[config.mk]
export PLATFORM = sky130hd
export DESIGN_NAME = mem_arbiter
export DESIGN_NICKNAME = d
export VERILOG_FILES = /design/src/rtl/mem_arbiter_pkg.sv /design/src/rtl/mem_arbiter_rr_pick.sv /design/src/rtl/mem_arbiter.sv
export SDC_FILE = /design/constraint.sdc
export NUM_CORES = 1
export LEC_CHECK = 0
export ABC_AREA = 1
export ABC_CLOCK_PERIOD_IN_PS = 1700
export BUFFER_PORTS_ARGS = -buffer_cell sky130_fd_sc_hd__buf_2
export CAP_MARGIN = 20
export CORE_ASPECT_RATIO = 0.75
export CORE_MARGIN = 3
export CORE_UTILIZATION = 40
export CTS_CLUSTER_DIAMETER = 80
export DETAILED_ROUTE_END_ITERATION = 10
export PLACE_DENSITY = 0.81
export SLEW_MARGIN = 20
export SYNTH_ARGS = -nofsm -noshare
export SYNTH_HDL_FRONTEND = slang
export SYNTH_HIERARCHICAL = 1
export SYNTH_SLANG_ARGS = --single-unit
export TNS_END_PERCENT = 1
[constraint.sdc]
create_clock -name clk -period 1.7 [get_ports clk]
set_clock_uncertainty 0.05 [all_clocks]
set_input_delay 0.34 -clock clk [delete_from_list [all_inputs] [get_ports clk]]
set_output_delay 0.34 -clock clk [all_outputs]
set_load 0.005 [all_outputs]
[src/rtl/mem_arbiter_pkg.sv]
// ============================================================================
//  Module   : mem_arbiter_pkg
//  Purpose  : Shared RAM geometry, lock-state encoding and index-width helper
//             for the data-RAM arbiter.
//  Revision : 1.0  initial release
// ============================================================================
`default_nettype none

package mem_arbiter_pkg;

    localparam int MEM_ADDR_W = 11;
    localparam int MEM_DATA_W = 32;
    localparam int MEM_DEPTH  = 2048;

    typedef enum logic [0:0] {
        LK_UNLOCKED = 1'b0,
        LK_LOCKED   = 1'b1
    } lock_state_t;

    // Width of a requester index; a single requester still needs one bit.
    function automatic int idx_w(input int n);
        return (n > 1) ? $clog2(n) : 1;
    endfunction

endpackage

`default_nettype wire

[src/rtl/mem_arbiter_rr_pick.sv]
// ============================================================================
//  Module   : rr_pick
//  Purpose  : Combinational round-robin picker: first valid & unmasked
//             requester at or after ptr, as one-hot grant plus index.
//  Revision : 1.0  initial release
// ============================================================================
`default_nettype none

module rr_pick
    import mem_arbiter_pkg::*;
#(
    parameter int NREQ = 2,
    parameter int PW   = idx_w(NREQ)
) (
    input  logic [NREQ-1:0] valid,
    input  logic [PW-1:0]   ptr,
    input  logic [NREQ-1:0] mask,
    output logic [NREQ-1:0] grant,
    output logic [PW-1:0]   idx,
    output logic            any
);

    int w_j;

    always_comb begin
        grant = '0;
        idx   = '0;
        any   = 1'b0;
        w_j   = 0;
        for (int k = 0; k < NREQ; k++) begin
            w_j = int'(ptr) + k;
            if (w_j >= NREQ) w_j = w_j - NREQ;
            if (!any && valid[w_j] && mask[w_j]) begin
                any        = 1'b1;
                grant[w_j] = 1'b1;
                idx        = PW'(w_j);
            end
        end
    end

endmodule

`default_nettype wire

[src/rtl/mem_arbiter.sv]
// ============================================================================
//  Module   : mem_arbiter
//  Purpose  : Round-robin sharing of a single-port data RAM among NREQ
//             requesters, one access per clock, response one cycle later.
//             Define MEM_ARB_LOCK_EN to enable the owner-lock FSM.
//  Revision : 1.0  initial release
// ============================================================================
`default_nettype none

module mem_arbiter
    import mem_arbiter_pkg::*;
#(
    parameter int NREQ   = 2,
    parameter int ADDR_W = MEM_ADDR_W,
    parameter int DATA_W = MEM_DATA_W
) (
    input  logic                     clk,
    input  logic                     rst,
    input  logic [NREQ-1:0]          req_valid,
    output logic [NREQ-1:0]          req_ready,
    input  logic [NREQ-1:0]          req_wen,
    input  logic [NREQ-1:0]          req_lock,
    input  logic [NREQ*ADDR_W-1:0]   req_addr,
    input  logic [NREQ*DATA_W-1:0]   req_wdata,
    output logic [NREQ-1:0]          rsp_valid,
    output logic [DATA_W-1:0]        rsp_rdata,
    output logic [ADDR_W-1:0]        ram_addr,
    output logic                     ram_wen,
    output logic [DATA_W-1:0]        ram_din,
    input  logic [DATA_W-1:0]        ram_dout
);

    localparam int PW = idx_w(NREQ);

    logic [PW-1:0]     r_ptr;
    logic [PW-1:0]     w_ptr_nxt;
    logic [PW-1:0]     w_idx;
    logic [NREQ-1:0]   w_grant;
    logic [NREQ-1:0]   w_mask;
    logic              w_any;
    logic              w_xfer;
    logic [NREQ-1:0]   r_rsp_tag;
    logic              r_rsp_wr;
    logic [DATA_W-1:0] r_rsp_wdata;

    rr_pick #(.NREQ(NREQ), .PW(PW)) u_pick (
        .valid (req_valid),
        .ptr   (r_ptr),
        .mask  (w_mask),
        .grant (w_grant),
        .idx   (w_idx),
        .any   (w_any)
    );

    // Grant is suppressed while reset is held so nothing transfers during reset.
    assign w_xfer    = w_any & rst;
    assign req_ready = rst ? w_grant : '0;
    assign w_ptr_nxt = (int'(w_idx) == NREQ - 1) ? '0 : w_idx + PW'(1);

    always_comb begin
        ram_addr = '0;
        ram_wen  = 1'b0;
        ram_din  = '0;
        if (w_xfer) begin
            ram_addr = req_addr[int'(w_idx)*ADDR_W +: ADDR_W];
            ram_wen  = req_wen[w_idx];
            ram_din  = req_wdata[int'(w_idx)*DATA_W +: DATA_W];
        end
    end

    always_ff @(posedge clk or negedge rst) begin
        if (!rst) begin
            r_ptr       <= '0;
            r_rsp_tag   <= '0;
            r_rsp_wr    <= 1'b0;
            r_rsp_wdata <= '0;
        end else begin
            if (w_xfer) r_ptr <= w_ptr_nxt;
            r_rsp_tag   <= w_xfer ? w_grant : '0;
            r_rsp_wr    <= w_xfer & req_wen[w_idx];
            r_rsp_wdata <= ram_din;
        end
    end

    // Writes answer with the data written rather than whatever the RAM drives.
    assign rsp_valid = r_rsp_tag;
    assign rsp_rdata = (|r_rsp_tag) ? (r_rsp_wr ? r_rsp_wdata : ram_dout) : '0;

`ifdef MEM_ARB_LOCK_EN
    lock_state_t r_lk_state;
    lock_state_t w_lk_state_nxt;
    logic [PW-1:0] r_owner;
    logic [PW-1:0] w_owner_nxt;

    assign w_mask = (r_lk_state == LK_LOCKED) ? (NREQ'(1) << r_owner) : '1;

    always_ff @(posedge clk or negedge rst) begin
        if (!rst) begin
            r_lk_state <= LK_UNLOCKED;
            r_owner    <= '0;
        end else begin
            r_lk_state <= w_lk_state_nxt;
            r_owner    <= w_owner_nxt;
        end
    end

    always_comb begin
        w_lk_state_nxt = r_lk_state;
        w_owner_nxt    = r_owner;
        case (r_lk_state)
            LK_UNLOCKED: begin
                if (w_xfer && req_lock[w_idx]) begin
                    w_lk_state_nxt = LK_LOCKED;
                    w_owner_nxt    = w_idx;
                end
            end
            LK_LOCKED: begin
                if (w_xfer && !req_lock[w_idx]) w_lk_state_nxt = LK_UNLOCKED;
            end
            default: w_lk_state_nxt = LK_UNLOCKED;
        endcase
    end
`else
    logic w_unused_lock;

    assign w_mask        = '1;
    assign w_unused_lock = ^req_lock;
`endif

endmodule

`default_nettype wire

Word level (Yosys, flattened, before mapping):

Index checks and enable logic that the tools add are counted.

* bits in registers: 36
* word-level logic and storage cells: 60

* reduce and logical (&&, ||, !) cells: 7
* multipliers: 1
* bitwise operators: 3
* magnitude comparators: 7
* shifts and indexed selects: 2
* mux-type cells: 32
* add/sub/neg operators: 4

Operators with widths (number)
* $mux W32: 5
* $ge A32 B1 Y1 const B: 2
* $lt A32 B3 Y1 const B: 2
* $shiftx A64 B7 Y32: 1
* $ge A32 B3 Y1 const B: 1
* $sub A32 B3 Y32 const B: 1
* $shiftx A22 B6 Y11: 1
* $mux W1: 20
* $mux W11: 1
* $mux W2: 4
* $logic_and A1 B1 Y1: 5
* $mul A1 B4 Y5 const B: 1
* $sub A1 B2 Y3 const B: 1
* $add A1 B1 Y2 const B: 1
* $and A1 B1 Y1: 2
* $demux W1 S1: 2
* $ge A1 B2 Y1 const B: 1
* $lt A1 B2 Y1 const B: 1
* $or A2 B2 Y2: 1
* $reduce_or A2 Y1: 1
* $add A1 B1 Y1 const B: 1
* $logic_not A1 Y1: 1

Logic depth before layout (Yosys ltp):

Gate-level depths: netlist of the first run.

* word-level depth: 14
* mapped depth: 8
* gate-level depth less buffers: 6

Hierarchy:

The synthesis of the first run kept the hierarchy.

Modules (own cells, without submodules)
* mem_arbiter: times used 1, area an instance 2613.8 µm², cells an instance 456
* rr_pick: times used 1, area an instance 43.8 µm², cells an instance 10

Least setup slack after synthesis of the first run:

No wires, ideal clock.

* path type: reg2out
* start point: reg r_ptr
* end point: out ram_din[22]
* cell stages (with the launch flop): 8
* path buffers: 3
* data required time: 1.310 ns
* data arrival time: 1.076 ns
* path slack: 0.234 ns
* cell sequence: dfrtp_1 > nor2_2 > nor2_1 > buf_4 > buf_6 > buf_6 > nor2_1 > nor2_1

* longest elaborated chain between the ends: 13

RTL lines
* from (decl): line mem_arbiter.sv:35 `logic [PW-1:0] r_ptr;`
* from (signal assigned): line mem_arbiter.sv:78 `if (w_xfer) r_ptr <= w_ptr_nxt;`
* branches (longest 10 deep; another with $sub A32 B3 Y32)
* $mux W1 (*): line mem_arbiter_rr_pick.sv:33 `if (!any && valid[w_j] && mask[w_j]) begin`
* net w_idx: line mem_arbiter.sv:37 `logic [PW-1:0] w_idx;`
* $shiftx A64 B7 Y32 (*): line mem_arbiter.sv:67 `ram_din = req_wdata[int'(w_idx)*DATA_W +: DATA_W];`
* $mux W32 (*): line mem_arbiter.sv:64 `if (w_xfer) begin`
* to (decl): line mem_arbiter.sv:29 `output logic [DATA_W-1:0] ram_din,`

Mark *: on every way through the listed nets, which the timed path passes. The select of a mux whose other input is x is not followed.

Final worst setup path of the first run:

* start point: reg r_ptr
* end point: out ram_din[19]

Same word-level chain as after synthesis.

==> metrics, run 1 <==
via count=approximately 3.2k; DIE HEIGHT=76.6 µm; Clk pin slew, worst setup/hold paths=roughly 0.07 ns; Synth cell types=14; vias in the first global route=2,865; RSZ-0062 raised after global routing=yes; Ports=206; worst r2r src=r_ptr; ANT nets after route=0; Core Region=between 6000 and 7000 µm²; CTS H-tree depth=2; FF-to-FF setup slack=approximately 0.37 ns; Die Area=7670 µm²; Root Buffer Master=clkbuf_8; critical path required time=approximately 1.3 ns; sequential cell area fraction in the yosys report=0.339; Slew Limit Fails=0; drt wl/cell=about 10 µm; worst skew pair latency=between 0.2 and 0.3 ns; Pwr Density=between 500 and 600 nW/µm²; initial DRC count=34; setup ws final=-0.171 ns; WS Path Type=flop to output port; initial antenna violation count=0; CP cell instances=nor2_4 > nor2_4 > buf_12 > nand2_1 > nand2_2 > nor2_2 > buf_2; Gate Count Post-Synth=between 400 and 500; Residual DRC=0; CP max-delay cell=dfrtp_1; most common cell after layout, fill and taps aside=buf_2; commonest non-fill, non-tap cells in the layout=203 x buf_2, 149 x nand2_1, 127 x nor2_1; Critical path origin=r_ptr; n_diodes=0; Peak VDD IR=about 0.27 mV; Sinks on Clock Net=36; first-pass GRT wire length=12,100 µm; R2R depth=7; DIE WIDTH=roughly 100 µm; GRT Total Usage=0.192; Port Buf Inserts=approximately 200; Site Rows=25; pre-CTS setup slack=-0.0594 ns; Synth Cell Area=~2700 µm²; delay-heaviest family, CP=simple AND/OR/NAND/NOR gates; effective utilization at floorplan=0.416; router iterations before antenna repair=4; CP max stage delay=~0.40 ns; flops & latches, synth=36; Critical path buffers and inverters=2; status=finished with violations; FMAX=534 MHz; DP HPWL=~6000 µm; total CTS buffers=5; Area growth syn-to-layout=50.3%; setup TNS=-6.09 ns; Yosys warnings=6; final setup vio count=44; CTS tree=yes; largest net degree at the start of global routing=65; layout cells sized above 1=0.406; CP dominant cell by count=nor2_4; Worst Path Max Fanout=42; Post-Syn Area per Cell=approximately 5.7 µm²; vias per inst=about 4.2; CP startpoint kind=flop; reg-to-reg critical path endpoint=r_rsp_wdata[1]; crit path DAT=1.48 ns; fin nets=between 800 and 900; max_cap viols=0; min Tclk post-route=1.87 ns; CP endpoint kind=output port; Final Cycle Share=1.10; grt total ovfl=0; Post-Route WL=approximately 7600 µm; failing checks=setup timing; CTS Buffer Depth=2; CP Depth=7; gpl congestion=roughly 0.90; # hold bufs at CTS=0; Hold Path Class=input pin to asynchronous set/reset pin; final-report hold violation count=0; Pleak=2.46 nW
-- cell families (layout without fill, tap and decap cells) --
logic type	after synthesis	count (layout)	share of synthesized area
and+or+nand+nor	319	319	0.473
buffers and inverters	109	316	0.185
DFF	36	36	0.339
other	1	3	0.00141
AOI/OAI and AO/OA	1	1	0.00188
-- per-stage QoR --
step / power [mW] / hold WS [ns] / area [µm²] / utilization / instances
3_3_place_gp: 1.57 / 0.466 / 3840 / 0.601 / 748
5_1_grt: 2.32 / 0.182 / 4000 / 0.626 / 756
2_1_floorplan: 1.27 / -0.00559 / 2670 / - / 468
4_1_cts: 2.16 / 0.178 / 3950 / 0.620 / 756
3_5_place_dp: 1.58 / 0.476 / 3840 / 0.601 / 748
6_report: 2.15 / 0.157 / 4000 / 0.626 / 756
-- worst max-delay path by stage --
stage                        endpoint  slack [ns]
after floorplan           ram_din[22]        0.23
after global routing       ram_din[8]       -0.29
after global placement     ram_din[3]       -0.03
after detailed placement  ram_din[10]       -0.06
final                     ram_din[19]       -0.17
after CTS                  ram_din[0]       -0.18
-- final cells by class --
class / count / area (µm²)
Tap cell: 81 / 101
Inverter: 85 / 324
Timing Repair Buffer: 224 / 1240
Clock inverter: 1 / 5.00
Sequential cell: 36 / 902
Fill cell: 578 / 2390
Multi-Input combinational cell: 323 / 1350
Clock buffer: 6 / 72.6
-- synth_stat cells, drive strengths merged --
cell type,instances,area share
buf,24,0.063
clkinv,1,0.0033
conb,1,0.0014
dfrtp,36,0.34
inv,84,0.12
nand2,161,0.24
nand3,1,0.0019
nor2,157,0.23
o21ai,1,0.0019
-- flip-flops by register name (all words and copies together), names as in the netlist --
signal	count
rsp_valid	2
r_rsp_wr	1
r_ptr	1
r_rsp_wdata	32
-- worst reg2reg max path: stages (launching register included) --
cell	delay [ns]
dfrtp_1	0.40
nor2_4	0.06
nor2_4	0.15
buf_12	0.23
nand2_1	0.08
nand2_1	0.08
nor2_2	0.05
buf_4	0.13
-- power by group --
group	total, mW	internal [mW]	leakage (nW)	switching (mW)
combinational	0.680	0.318	1.93	0.362
sequential	0.917	0.902	0.483	0.0157
clock	0.553	0.278	0.0410	0.275
total	2.15	1.50	2.46	0.653
-- metal layers --
metal,up-vias,global-route usage,share of wire
met4,0,0.0579,0.017
met1,1334,0.216,0.39
li1,1710,-,-
met2,117,0.359,0.52
met5,-,0,0
met3,13,0.0412,0.074
-- repair_timing --
action                     4_1_cts  5_1_grt
pin swaps                        1       24
buffers inserted                 1        0
setup endpoints to repair       44       76
gates resized for setup         13       11
No activity file was read; power rests on OpenSTA's default activity.
==> run 2: changes to the inputs <==
Settings changed: ABC_AREA 1 to 0, CORE_UTILIZATION 40 to 37.
==> metrics, run 2 <==
top cells by area, synth=dfrtp_1 41%, mux2i_1 35%, nor2_1 13%, buf_12 3.6%, buf_6 2.0%; Hold WS=0.121 ns (-0.0356 ns); EDFF count, synth=0 (unchanged); critical path required time=1.31 ns (about the same); Area growth syn-to-layout=68.2%; Synth Cell Area=2200 µm² (-17%); Placed Cells=523 (-30%); Residual DRC=0 (unchanged); final core occ=0.667 (+0.0414); first-pass GRT wire length=11,400 µm (-5.6%); RSZ-0062 raised after global routing=yes; Pwr Density=578 nW/µm² (+7.5%); gpl congestion=0.822 (-8.7%); asr flop ratio synth=1.00 (unchanged); total CTS buffers=5 (unchanged); CTS Buffer Depth=2 (unchanged); setup TNS=-8.07 ns (-1.98 ns); Slew Limit Fails=0 (unchanged); Gate Count Post-Synth=219 (-53%); largest reg by FF count=r_rsp_wdata; Main synth FF type=dfrtp_1; CP startpoint kind=flop; Die Area=6930 µm² (-9.6%); Post-Route WL=7500 µm (-1.3%); Switching Fraction=0.264 (-0.0400); clock network fraction of total power=0.282 (+0.025); FMAX=519 MHz (-2.9%); router iterations before antenna repair=4 (unchanged); crit path DAT=1.54 ns (+0.06 ns); Seq pwr share=0.427 (about the same); Pint=1.58 mW (+5.5%); max reg flops=32 (unchanged); vias per inst=4.66 (+11%); final-report hold violation count=0 (unchanged); ANT nets after route=0 (unchanged); sequential cell area fraction in the yosys report=0.409 (+0.0696); FF/Latch Area=902 µm² (unchanged); Synth top area share=0.409 (+0.0696); vias in the first global route=2,487 (-13%); n_diodes=0 (unchanged); min Tclk post-route=1.93 ns (+0.0559 ns); Final Cycle Share=1.13 (+0.0329); Synth cell types=15 (+1); grt total ovfl=0 (unchanged); drt wl/cell=14.0 µm (+39%); Sinks on Clock Net=36 (unchanged); Clk pin slew, worst setup/hold paths=0.07 ns (about the same); status=finished with violations; cell accounting for the most synthesized area=dfrtp_1; via count=2,503 (-21%); Worst Path Max Fanout=13 (-69%); Logic pwr share=0.291 (-0.025); fin cells=537 (-29%); flops & latches, synth=36 (unchanged); Hold Path Class=input pin to asynchronous set/reset pin; synth cell count leaders=77 x mux2i_1, 77 x nor2_1, 36 x dfrtp_1; Peak VDD IR=0.387 mV (+46%); DIE WIDTH=95.1 µm (-5.0%); CP endpoint kind=output port; Multi-input gate area=1150 µm² (-14%); layout cells sized above 1=0.563 (+0.157); WS Path Type=flop to output port; # fillers=428 (-26%); initial DRC count=52 (+53%); effective utilization at floorplan=0.397 (-0.0195); DP HPWL=6090 µm (+1.3%); largest net degree at the start of global routing=38 (-42%); Root Buffer Master=clkbuf_8; initial antenna violation count=0 (unchanged); net switching power=0.565 mW (-13%); max_cap viols=0 (unchanged); Site Rows=23 (-8.0%); CTS H-tree depth=2 (unchanged); failing checks=setup timing; Core Region=5550 µm² (-13%); GRT Total Usage=0.210 (+0.0179); commonest non-fill, non-tap cells in the layout=203 x buf_2, 76 x mux2i_1, 75 x nor2_1; Ports=206 (unchanged); fin nets=587 (-27%); Yosys warnings=6 (unchanged); Port Buf Inserts=203 (unchanged); DIE HEIGHT=72.9 µm (-4.9%); CTS tree=yes; Pleak=2.15 nW (-13%); worst skew pair latency=0.28 ns (about the same); Post-Syn Area per Cell=10.1 µm² (+77%); most common cell after layout, fill and taps aside=buf_2; setup ws final=-0.227 ns (-0.0559 ns); final setup vio count=67 (+52%)
run 2: cell count changes in the layout (fill, tap and decap cells not counted), sizes merged, moves of 24 or more:
cell	change
nor2	-80
mux2i	+77
buf	+24
nand2	-157
inv	-83
run 2: worst paths after layout:
check,from,endpoint,slack [ns],depth (start not counted)
setup / recovery,r_ptr,ram_din[1],-0.23,5
hold / removal,rst,r_rsp_wdata[23],0.12,2
setup reg to reg,r_ptr,r_rsp_wdata[23],0.18,6
hold reg to reg,r_ptr,r_ptr,0.65,3
max in group asynchronous,rst,r_rsp_wdata[28],1.12,2
min in group clk,req_wdata[22],r_rsp_wdata[22],0.29,3
run 2: per-layer routing:
metal / up-vias / part of all wire / global-route usage
li1: 1213 / - / -
met1: 1165 / 0.37 / 0.222
met2: 114 / 0.53 / 0.411
met3: 11 / 0.086 / 0.0515
met4: 0 / 0.011 / 0.0592
met5: - / 0 / 0
run 2: cell families after synthesis:
| group | Yosys count | share of synthesized area |
|---|---|---|
| buf+inv | 17 | 0.0778 |
| mux | 77 | 0.350 |
| simple gates | 85 | 0.150 |
| compound gates | 3 | 0.0119 |
| flops | 36 | 0.409 |
| other cells | 1 | 0.00170 |
run 2: power groups by stage:
stage | combinational, mW | sequential, mW | clock, mW
floorplan | 0.282 | 0.924 | 0
global route | 0.686 | 0.918 | 0.679
detailed placement | 0.599 | 0.933 | 0
finish | 0.624 | 0.915 | 0.605
CTS | 0.627 | 0.915 | 0.632
global placement | 0.573 | 0.930 | 0
run 2: cell type report:
cell class / count / share of cell area
clock buffer: 8 / 0.0243
inverter: 1 / 0.00101
multi-input combinational: 168 / 0.312
sequential: 36 / 0.243
tap: 75 / 0.0253
timing repair buffer: 249 / 0.395
run 2: critical path: stages (launching register included):
cell and delay [ns]:
dfrtp_1 0.40, o21ba_4 0.25, buf_12 0.16, mux2i_1 0.12, nor2_1 0.17, buf_2 0.14
run 2: per-stage QoR:
step	instance area [µm²]	total power, mW	worst slack [ns]
6_report	3710	2.14	-0.227
5_1_grt	3710	2.28	-0.309
4_1_cts	3690	2.17	-0.243
3_5_place_dp	3530	1.53	-0.173
3_3_place_gp	3530	1.50	-0.143
2_1_floorplan	2210	1.21	0.147
run 2: timing repair:
item,CTS,global route
hold endpoints to repair,1,0
cloned,1,0
buffers inserted,3,1
hold buffers,1,0
gates resized for setup,2,3
pin swaps,4,4
endpoints found under the setup margin,74,76
